[src/rtl/exer_spr_pkg.sv]
// Shared types and constants for the per-scanline sprite renderer.
package exer_spr_pkg;

    typedef enum logic [2:0] {
        S_IDLE  = 3'd0,
        S_ADDR  = 3'd1,
        S_READ  = 3'd2,
        S_CHECK = 3'd3,
        S_GREQ  = 3'd4,
        S_GWAIT = 3'd5,
        S_DRAW  = 3'd6,
        S_NEXT  = 3'd7
    } spr_state_e;

    localparam logic [1:0] BYTE_Y    = 2'd0;
    localparam logic [1:0] BYTE_CODE = 2'd1;
    localparam logic [1:0] BYTE_ATTR = 2'd2;
    localparam logic [1:0] BYTE_X    = 2'd3;

    localparam int ATTR_COLOR_LSB = 0;
    localparam int ATTR_HFLIP     = 6;
    localparam int ATTR_VFLIP     = 7;

    localparam logic [1:0] PEN_TRANSPARENT = 2'b00;

endpackage

[src/rtl/exer_spr_row_shift.sv]
// Holds one fetched 16-pixel 2bpp gfx row and selects the pixel for the
// current draw column, mirrored when the sprite is horizontally flipped.
module exer_spr_row_shift (
    input  logic        clk,
    input  logic        reset_n,
    input  logic        load_i,
    input  logic [31:0] data_i,
    input  logic        hflip_i,
    input  logic [3:0]  col_i,
    output logic [1:0]  pix_o
);

    logic [31:0] row_q;
    logic [3:0]  col_sel_d;

    always_ff @(posedge clk or negedge reset_n) begin
        if (!reset_n) begin
            row_q <= '0;
        end else if (load_i) begin
            row_q <= data_i;
        end
    end

    // 15-i is just the bitwise complement of a 4-bit column
    assign col_sel_d = hflip_i ? ~col_i : col_i;
    assign pix_o     = row_q[{col_sel_d, 1'b0} +: 2];

endmodule

[src/rtl/exer_sprite_line_render.sv]
// Scans the sprite attribute RAM from the highest index down, fetches each
// visible sprite's gfx row and writes its opaque pixels into the line buffer.
module exer_sprite_line_render
    import exer_spr_pkg::*;
#(
    parameter int NUM_SPR = 32,
    parameter int SPR_H   = 16,
    parameter int LB_AW   = 9
) (
    input  logic             clk,
    input  logic             reset_n,
    input  logic             line_start,
    input  logic [7:0]       target_line,
    output logic [6:0]       spr_addr,
    input  logic [7:0]       spr_data,
    output logic             gfx_req,
    output logic [11:0]      gfx_addr,
    input  logic             gfx_ack,
    input  logic [31:0]      gfx_data,
    output logic             lb_bank,
    output logic [LB_AW-1:0] lb_addr,
    output logic [3:0]       lb_data,
    output logic             lb_we_n,
    output logic             busy,
    output logic             overrun,
    output logic [2:0]       dbg_state
);

    localparam int         IW      = $clog2(NUM_SPR);
    localparam logic [IW-1:0] IDX_MAX = IW'(NUM_SPR - 1);

    spr_state_e       state_q;
    logic [IW-1:0]    idx_q;
    logic [1:0]       byte_q;
    logic [7:0]       tl_q, y_q, code_q, x_q;
    logic [1:0]       color_q;
    logic             hflip_q, vflip_q;
    logic [3:0]       col_q;
    logic [6:0]       spr_addr_q;
    logic             gfx_req_q;
    logic [11:0]      gfx_addr_q;
    logic             lb_bank_q, lb_we_n_q, busy_q, overrun_q;
    logic [LB_AW-1:0] lb_addr_q;
    logic [3:0]       lb_data_q;

    logic [7:0]    dy_d;
    logic [3:0]    row_d;
    logic [1:0]    byte_inc_d;
    logic [IW-1:0] idx_dec_d;
    logic [1:0]    pix_d;
    logic          load_d;

    assign dy_d       = tl_q - y_q;
    assign row_d      = vflip_q ? ~dy_d[3:0] : dy_d[3:0];
    assign byte_inc_d = byte_q + 2'd1;
    assign idx_dec_d  = idx_q - 1'b1;
    assign load_d     = (state_q == S_GWAIT) && gfx_ack && !line_start;

    exer_spr_row_shift u_row_shift (
        .clk     (clk),
        .reset_n (reset_n),
        .load_i  (load_d),
        .data_i  (gfx_data),
        .hflip_i (hflip_q),
        .col_i   (col_q),
        .pix_o   (pix_d)
    );

    always_ff @(posedge clk or negedge reset_n) begin
        if (!reset_n) begin
            state_q    <= S_IDLE;
            idx_q      <= '0;
            byte_q     <= BYTE_Y;
            tl_q       <= '0;
            y_q        <= '0;
            code_q     <= '0;
            x_q        <= '0;
            color_q    <= '0;
            hflip_q    <= 1'b0;
            vflip_q    <= 1'b0;
            col_q      <= '0;
            spr_addr_q <= '0;
            gfx_req_q  <= 1'b0;
            gfx_addr_q <= '0;
            lb_bank_q  <= 1'b0;
            lb_addr_q  <= '0;
            lb_data_q  <= '0;
            lb_we_n_q  <= 1'b1;
            busy_q     <= 1'b0;
            overrun_q  <= 1'b0;
        end else begin
            overrun_q <= 1'b0;
            lb_we_n_q <= 1'b1;
            if (line_start) begin
                // A new line always wins; an unfinished scan is abandoned.
                overrun_q  <= busy_q;
                lb_bank_q  <= ~lb_bank_q;
                tl_q       <= target_line;
                idx_q      <= IDX_MAX;
                byte_q     <= BYTE_Y;
                spr_addr_q <= {IDX_MAX, BYTE_Y};
                gfx_req_q  <= 1'b0;
                busy_q     <= 1'b1;
                state_q    <= S_ADDR;
            end else begin
                case (state_q)
                    S_IDLE: state_q <= S_IDLE;
                    S_ADDR: state_q <= S_READ;
                    S_READ: begin
                        case (byte_q)
                            BYTE_Y:    y_q    <= spr_data;
                            BYTE_CODE: code_q <= spr_data;
                            BYTE_ATTR: begin
                                color_q <= spr_data[ATTR_COLOR_LSB +: 2];
                                hflip_q <= spr_data[ATTR_HFLIP];
                                vflip_q <= spr_data[ATTR_VFLIP];
                            end
                            default:   x_q    <= spr_data;
                        endcase
                        if (byte_q != BYTE_X) begin
                            byte_q     <= byte_inc_d;
                            spr_addr_q <= {idx_q, byte_inc_d};
                            state_q    <= S_ADDR;
                        end else begin
                            state_q <= S_CHECK;
                        end
                    end
                    S_CHECK: begin
                        if (y_q == 8'd0 || dy_d >= 8'(SPR_H)) begin
                            state_q <= S_NEXT;
                        end else begin
                            gfx_addr_q <= {code_q, row_d};
                            state_q    <= S_GREQ;
                        end
                    end
                    S_GREQ: begin
                        gfx_req_q <= 1'b1;
                        state_q   <= S_GWAIT;
                    end
                    S_GWAIT: begin
                        if (gfx_ack) begin
                            gfx_req_q <= 1'b0;
                            col_q     <= '0;
                            state_q   <= S_DRAW;
                        end
                    end
                    S_DRAW: begin
                        if (pix_d != PEN_TRANSPARENT) begin
                            lb_we_n_q <= 1'b0;
                            lb_addr_q <= LB_AW'(x_q) + LB_AW'(col_q);
                            lb_data_q <= {color_q, pix_d};
                        end
                        if (col_q == 4'(SPR_H - 1)) begin
                            state_q <= S_NEXT;
                        end else begin
                            col_q <= col_q + 4'd1;
                        end
                    end
                    default: begin
                        if (idx_q == '0) begin
                            busy_q  <= 1'b0;
                            state_q <= S_IDLE;
                        end else begin
                            idx_q      <= idx_dec_d;
                            byte_q     <= BYTE_Y;
                            spr_addr_q <= {idx_dec_d, BYTE_Y};
                            state_q    <= S_ADDR;
                        end
                    end
                endcase
            end
        end
    end

    assign spr_addr  = spr_addr_q;
    assign gfx_req   = gfx_req_q;
    assign gfx_addr  = gfx_addr_q;
    assign lb_bank   = lb_bank_q;
    assign lb_addr   = lb_addr_q;
    assign lb_data   = lb_data_q;
    assign lb_we_n   = lb_we_n_q;
    assign busy      = busy_q;
    assign overrun   = overrun_q;
    assign dbg_state = state_q;

endmodule

[config.mk]
export PLATFORM = sky130hd
export DESIGN_NAME = exer_sprite_line_render
export DESIGN_NICKNAME = d
export VERILOG_FILES = /design/src/rtl/exer_spr_pkg.sv /design/src/rtl/exer_spr_row_shift.sv /design/src/rtl/exer_sprite_line_render.sv
export SDC_FILE = /design/constraint.sdc
export NUM_CORES = 1
export LEC_CHECK = 0
export ABC_CLOCK_PERIOD_IN_PS = 3100
export CAP_MARGIN = 0
export CORE_AREA = 2 2 135 137
export CTS_BUF_LIST = sky130_fd_sc_hd__clkbuf_8
export CTS_CLUSTER_DIAMETER = 200
export DETAILED_ROUTE_END_ITERATION = 8
export DIE_AREA = 0 0 137 139
export GPL_TIMING_DRIVEN = 0
export HOLD_SLACK_MARGIN = 0.06
export SLEW_MARGIN = 20
export SYNTH_ARGS = -nofsm -noshare
export SYNTH_HDL_FRONTEND = slang
export SYNTH_SLANG_ARGS = --single-unit
[constraint.sdc]
create_clock -name clk -period 3.1 [get_ports clk]
set_input_delay 0.93 -clock clk [delete_from_list [all_inputs] [get_ports clk]]
set_output_delay 0.93 -clock clk [all_outputs]
set_load 0.03 [all_outputs]
# ---- Word level (Yosys, flattened, before mapping)
# Index checks and enable logic that the tools add are counted.
dict set report totals {
  wordCells 113
  latch_bits 0
  mem_bits_ro 0
  n_memories 0
  regBits 119
  ram_bits 0
}
dict set report op_classes {
  mux 33
  n_eq_ne 19
  n_reduce_logical 27
  n_shift 1
  n_bitwise 6
  n_addsub 5
  div 0
  order_cmp 1
  n_mul 0
}
# operator count
set ops {}
lappend ops {{32-bit by 6-bit variable part select with 2-bit output} 1}
lappend ops {{7-bit 2-to-1 mux} 3}
lappend ops {{3-bit one-hot mux with 7 select lines} 1}
lappend ops {{3-bit AND reduction} 7}
lappend ops {{4-bit 2-to-1 mux} 4}
lappend ops {{5-bit 2-to-1 mux} 3}
lappend ops {{7-bit one-hot mux with 2 select lines} 1}
lappend ops {{1-bit 2-to-1 mux} 10}
lappend ops {{2-bit 2-to-1 mux} 5}
lappend ops {{8-bit by 4-bit adder with 9-bit output} 1}
lappend ops {{3-bit == test (second input constant)} 3}
lappend ops {{3-bit 2-to-1 mux} 3}
lappend ops {{3-bit != test (second input constant)} 3}
lappend ops {{8-bit by 5-bit >= comparator with 1-bit output (second input constant)} 1}
lappend ops {{8-bit logical NOT} 1}
lappend ops {{2-bit != test (second input constant)} 4}
lappend ops {{4-bit inverter} 2}
lappend ops {{4-bit one-hot mux with 2 select lines} 1}
lappend ops {{2-bit AND reduction} 4}
lappend ops {{8-bit subtractor} 1}
lappend ops {{7-bit OR reduction} 1}
lappend ops {{3-bit by 2-bit == test with 1-bit output (second input constant)} 2}
lappend ops {{2-bit nonzero test} 3}
lappend ops {{6-bit OR reduction} 1}
lappend ops {{21 further kinds} 26}

# ---- Logic depth before layout (Yosys ltp)
dict set report depth {
  word_depth 7
  mapped_depth 11
  mapped_depth_nobuf 10
}

# ---- By module
# A second synthesis with hierarchy kept.
dict set report unflattened {
  hier_cells 494
  area_unflattened_um2 5908.2
}
# mod cells_each instances area_per_inst_um2
set by_module_without_submodules {}
lappend by_module_without_submodules {exer_sprite_line_render 363 1 4112.7}
lappend by_module_without_submodules {exer_spr_row_shift 131 1 1795.5}

# ---- Worst setup path after synthesis
# Ideal clock, no wire load.
dict set report synth_path {
  kind {register -> register}
  start {register y_q[0]}
  end {register gfx_addr_q[10], in the netlist gfx_addr[10]}
  stages_incl_launch_ff 11
  synth_period_minus_slack_ps 2605
  required_ps 2975
  setup_time_ps 125
  slack_ps 495
  t_arrival_ps 2480
  path_cell_list {dfrtp_1 ha_1 fa_1 nor2b_1 nor3_1 o21bai_1 mux2i_1 nand3_1 nor4_4 buf_6 mux2_4}
}
dict set report synth_between {
  elab_chain_len 5
  word_cells_on_any_way 6
}
# element line
set synth_rtl {}
lappend synth_rtl {{from (decl)} exer_sprite_line_render.sv:35} ;# logic [7:0] tl_q, y_q, code_q, x_q;
lappend synth_rtl {{from (signal assigned)} exer_sprite_line_render.sv:111} ;# BYTE_Y: y_q <= spr_data;
lappend synth_rtl {{8-bit subtractor} exer_sprite_line_render.sv:53} ;# assign dy_d = tl_q - y_q;
lappend synth_rtl {{8-bit by 5-bit >= comparator with 1-bit output} exer_sprite_line_render.sv:129} ;# if (y_q == 8'd0 || dy_d >= 8'(SPR_H)) begin
lappend synth_rtl {{1-bit logical OR (*)} exer_sprite_line_render.sv:129}
lappend synth_rtl {{1-bit inverter (no source line) (*)} --}
lappend synth_rtl {{3-bit AND reduction (no source line) (*)} --}
lappend synth_rtl {{to (signal assigned)} exer_sprite_line_render.sv:132} ;# gfx_addr_q <= {code_q, row_d};
lappend synth_rtl {{to (decl)} exer_sprite_line_render.sv:41} ;# logic [11:0] gfx_addr_q;
# Every way passes the cells marked *; elsewhere a longest branch is shown, timed or not.
# A chain may end at the register's enable or synchronous reset.

# ---- Worst setup path after layout
dict set report layout_path {
  start {register y_q[1]}
  end {register gfx_addr_q[10], in the netlist gfx_addr[10]}
}
# Same word-level chain as after synthesis.

==> flow_metrics.tcl <==
set metrics [dict create \
    intPower_w 0.00367 \
    synthCells 505 \
    slew_viol_final 0 \
    slew_headroom_pct 51.1 \
    htreeDepth 4 \
    grt_max_degree 60 \
    die_height_um 139 \
    critPathRequiredTime_ns 3.42 \
    drc 0 \
    drive_gt1_share_pct 21.9 \
    grt_use_total_pct 15.2 \
    fin_nets 691 \
    antenna_found_initial 0 \
    rsz0062_at_grt "no" \
    cts_tree "done" \
    place_congestion 0.798 \
    vias 4246 \
    port_buffers 91 \
    design_area_mm2 0.00766 \
    start_util_pct 34.2 \
    status "finished clean" \
    dr.pass1.iters 4 \
    cap_violations 0 \
    ys_ff_latch 117 \
    path_class "reg -> reg" \
    ys_types 52 \
    yosysSeqAreaShare_pct 48.5 \
    tns_ns 0 \
    syn_to_final_growth_pct 27.0 \
    ir_drop_v 0.000353 \
    clock-sinks 117 \
    grt_pass1_wl_um 22400 \
    switchingPower_w 0.00203 \
    yosys_warnings 0 \
    drt_iter0_markers 208 \
    pre_cts_slack_ns -0.149 \
    core-area_mm2 0.0177 \
    dieArea_mm2 0.0190 \
    min_period_ns 2.97 \
    holdBufCountCts 0 \
    placed_cells 826 \
    crit_path_end_kind "register" \
    clk_path_buf_depth 2 \
    holdWs_ns 0.451 \
    cts_resized 0 \
    avgSynthCellArea_um2 11.9 \
    sw_frac_of_total_pct 35.6 \
    hold_violations 0 \
    synth_nets 578 \
    drt_wl_total_um 13500 \
    setup_violations 0 \
    first_global_vias 4460 \
    path_max_fanout 10 \
    antenna_cells 0 \
    cts_setup_buffers 0 \
    clkPwrFrac_pct 23.9 \
    power_density_mw_per_mm2 744 \
    arrival_ns 3.29 \
    power.leakage_nw 3.38 \
    fill_cells 1667 \
    finalCritPeriodShare_pct 95.8 \
    io-pin-count 92 \
    fmaxAchievable_mhz 337 \
    tightest_slew_ns 0.731 \
    die_w_um 137 \
    cts_root_buf "clkbuf_8" \
    rows 49 \
    route.antenna.remaining_nets 0 \
    instances_no_fill 860 \
    post_drt_wl_per_cell_um 15.7 \
    final_cell_mix "dfrtp_1 (116), clkdlybuf4s50_1 (90), mux2_2 (74), nand2_1 (37), mux2i_1 (34)" \
    seqPwrFrac_pct 38.9 \
    clock_skew_ns 0.0108 \
    grt_overflow 0 \
    hold_path.class "in -> async" \
    cts.reportedPaths.clkPinSlew_ns 0.07 \
    dp_hpwl_um 9990 \
    clock_latency_ns 0.44 \
    worst_setup_path_start_kind "register" \
    viasPerCell 4.94 \
    final_common_cell "dfrtp_1" \
    setup_ws_ns 0.130 \
    syn_area_mm2 0.00603 \
    combinationalPowerShare_pct 37.2 \
    place_area_mm2 0.00726 \
    numCtsBuffers 17 \
]
power by group through the flow:
stage / clock network (W) / logic, W / registers (W)
final: 0.00136 / 0.00212 / 0.00222
after global routing: 0.00149 / 0.00234 / 0.00226
after CTS: 0.00141 / 0.00214 / 0.00221
after detailed placement: 0 / 0.00213 / 0.00224
after global placement: 0 / 0.00206 / 0.00222
after floorplan: 0 / 0.00142 / 0.00230
cells in the mapped netlist, drive strengths merged:
cell | instances | area, um2
nor3 | 6 | 35.0
or2 | 2 | 12.5
fa | 2 | 40.0
inv | 19 | 71.3
a21oi | 16 | 83.8
a21o | 3 | 22.5
nor2b | 9 | 56.3
and3 | 3 | 18.8
buf | 14 | 125
nor4 | 5 | 46.3
dfstp | 1 | 26.3
ha | 19 | 238
clkbuf | 9 | 33.8
nor2 | 17 | 63.8
mux2 | 92 | 1070
o21ai | 26 | 130
o21a | 2 | 15.0
a22o | 1 | 8.76
o22ai | 7 | 43.8
or3b | 2 | 17.5
nand2 | 37 | 139
mux2i | 34 | 340
a211oi | 1 | 20.0
nand2b | 3 | 18.8
o21bai | 1 | 7.51
o211ai | 10 | 75.1
a31oi | 1 | 6.26
xnor2 | 14 | 123
dfrtp | 116 | 2900
nand3 | 7 | 35.0
nand3b | 1 | 7.51
nor3b | 2 | 15.0
nand4 | 1 | 6.26
or3 | 2 | 12.5
clkinv | 1 | 3.75
xor2 | 12 | 105
o221ai | 1 | 8.76
and2 | 2 | 12.5
and2b | 1 | 7.51
a221oi | 1 | 8.76
o22a | 2 | 17.5
final cells by class:
| class | instances | area, um2 | share of cell area, % |
|---|---|---|---|
| inverters | 20 | 75.1 | 0.980 |
| multi-input cells | 345 | 2870 | 37.5 |
| clock buffers | 18 | 248 | 3.23 |
| plain buffers | 23 | 159 | 2.07 |
| clock inverters | 14 | 140 | 1.83 |
| flip-flops and latches | 117 | 2930 | 38.2 |
| repair buffers | 94 | 955 | 12.5 |
| well taps | 229 | 287 | 3.74 |
worst paths after layout:
kind / from / endpoint / slack (ns) / cells after the start
hold / removal: reset_n / x_q[6] / 0.45 / 1
setup reg to reg: y_q[1] / gfx_addr[10] / 0.13 / 10
max in group asynchronous: reset_n / tl_q[4] / 1.96 / 2
min in group clk: lb_bank / lb_bank / 0.46 / 1
setup / recovery: y_q[1] / gfx_addr[10] / 0.13 / 10
hold reg to reg: lb_bank / lb_bank / 0.46 / 1
per-stage QoR:
| step | power [W] | utilization [%] |
|---|---|---|
| after floorplan | 0.00372 | - |
| after global routing | 0.00609 | 43.4 |
| after CTS | 0.00576 | 43.3 |
| final | 0.00570 | 43.4 |
| after global placement | 0.00428 | 41.0 |
| after detailed placement | 0.00436 | 41.1 |
layer usage:
| metal | part of all wire, % | global-route usage (%) | up-vias |
|---|---|---|---|
| met5 | 0 | 0 | - |
| met4 | 1.1 | 5.97 | 0 |
| met3 | 4.2 | 4.24 | 12 |
| met2 | 47 | 23.2 | 108 |
| met1 | 48 | 20.2 | 2114 |
| li1 | - | - | 2012 |
worst max-delay path: stages (launching register included):
cell	delay, ns
dfrtp_1	0.45
inv_1	0.08
ha_1	0.27
nor2b_1	0.13
o21ai_0	0.23
o21ai_1	0.15
or3_1	0.37
a22o_1	0.25
nor4_4	0.38
buf_6	0.24
mux2_4	0.31
cell families after synthesis:
group	Yosys count	synth area share, %
muxes	126	23.4
DFF	117	48.5
and+or+nand+nor	100	8.36
AOI/OAI and AO/OA	72	7.42
buffers and inverters	43	3.88
xor gates and xnor gates	26	3.77
adders and majority gates	21	4.60
registers in the layout (all words and copies together) (netlist names), 2 cells and up:
signal,cells
x_q,8
code_q,8
color_q,2
lb_addr,9
tl_q,8
col_q,4
lb_data,4
spr_addr,6
y_q,8
dbg_state,3
gfx_addr,12
idx_q,5
u_row_shift.row_q,32
Note: power is estimated with default switching activity, not from simulation.
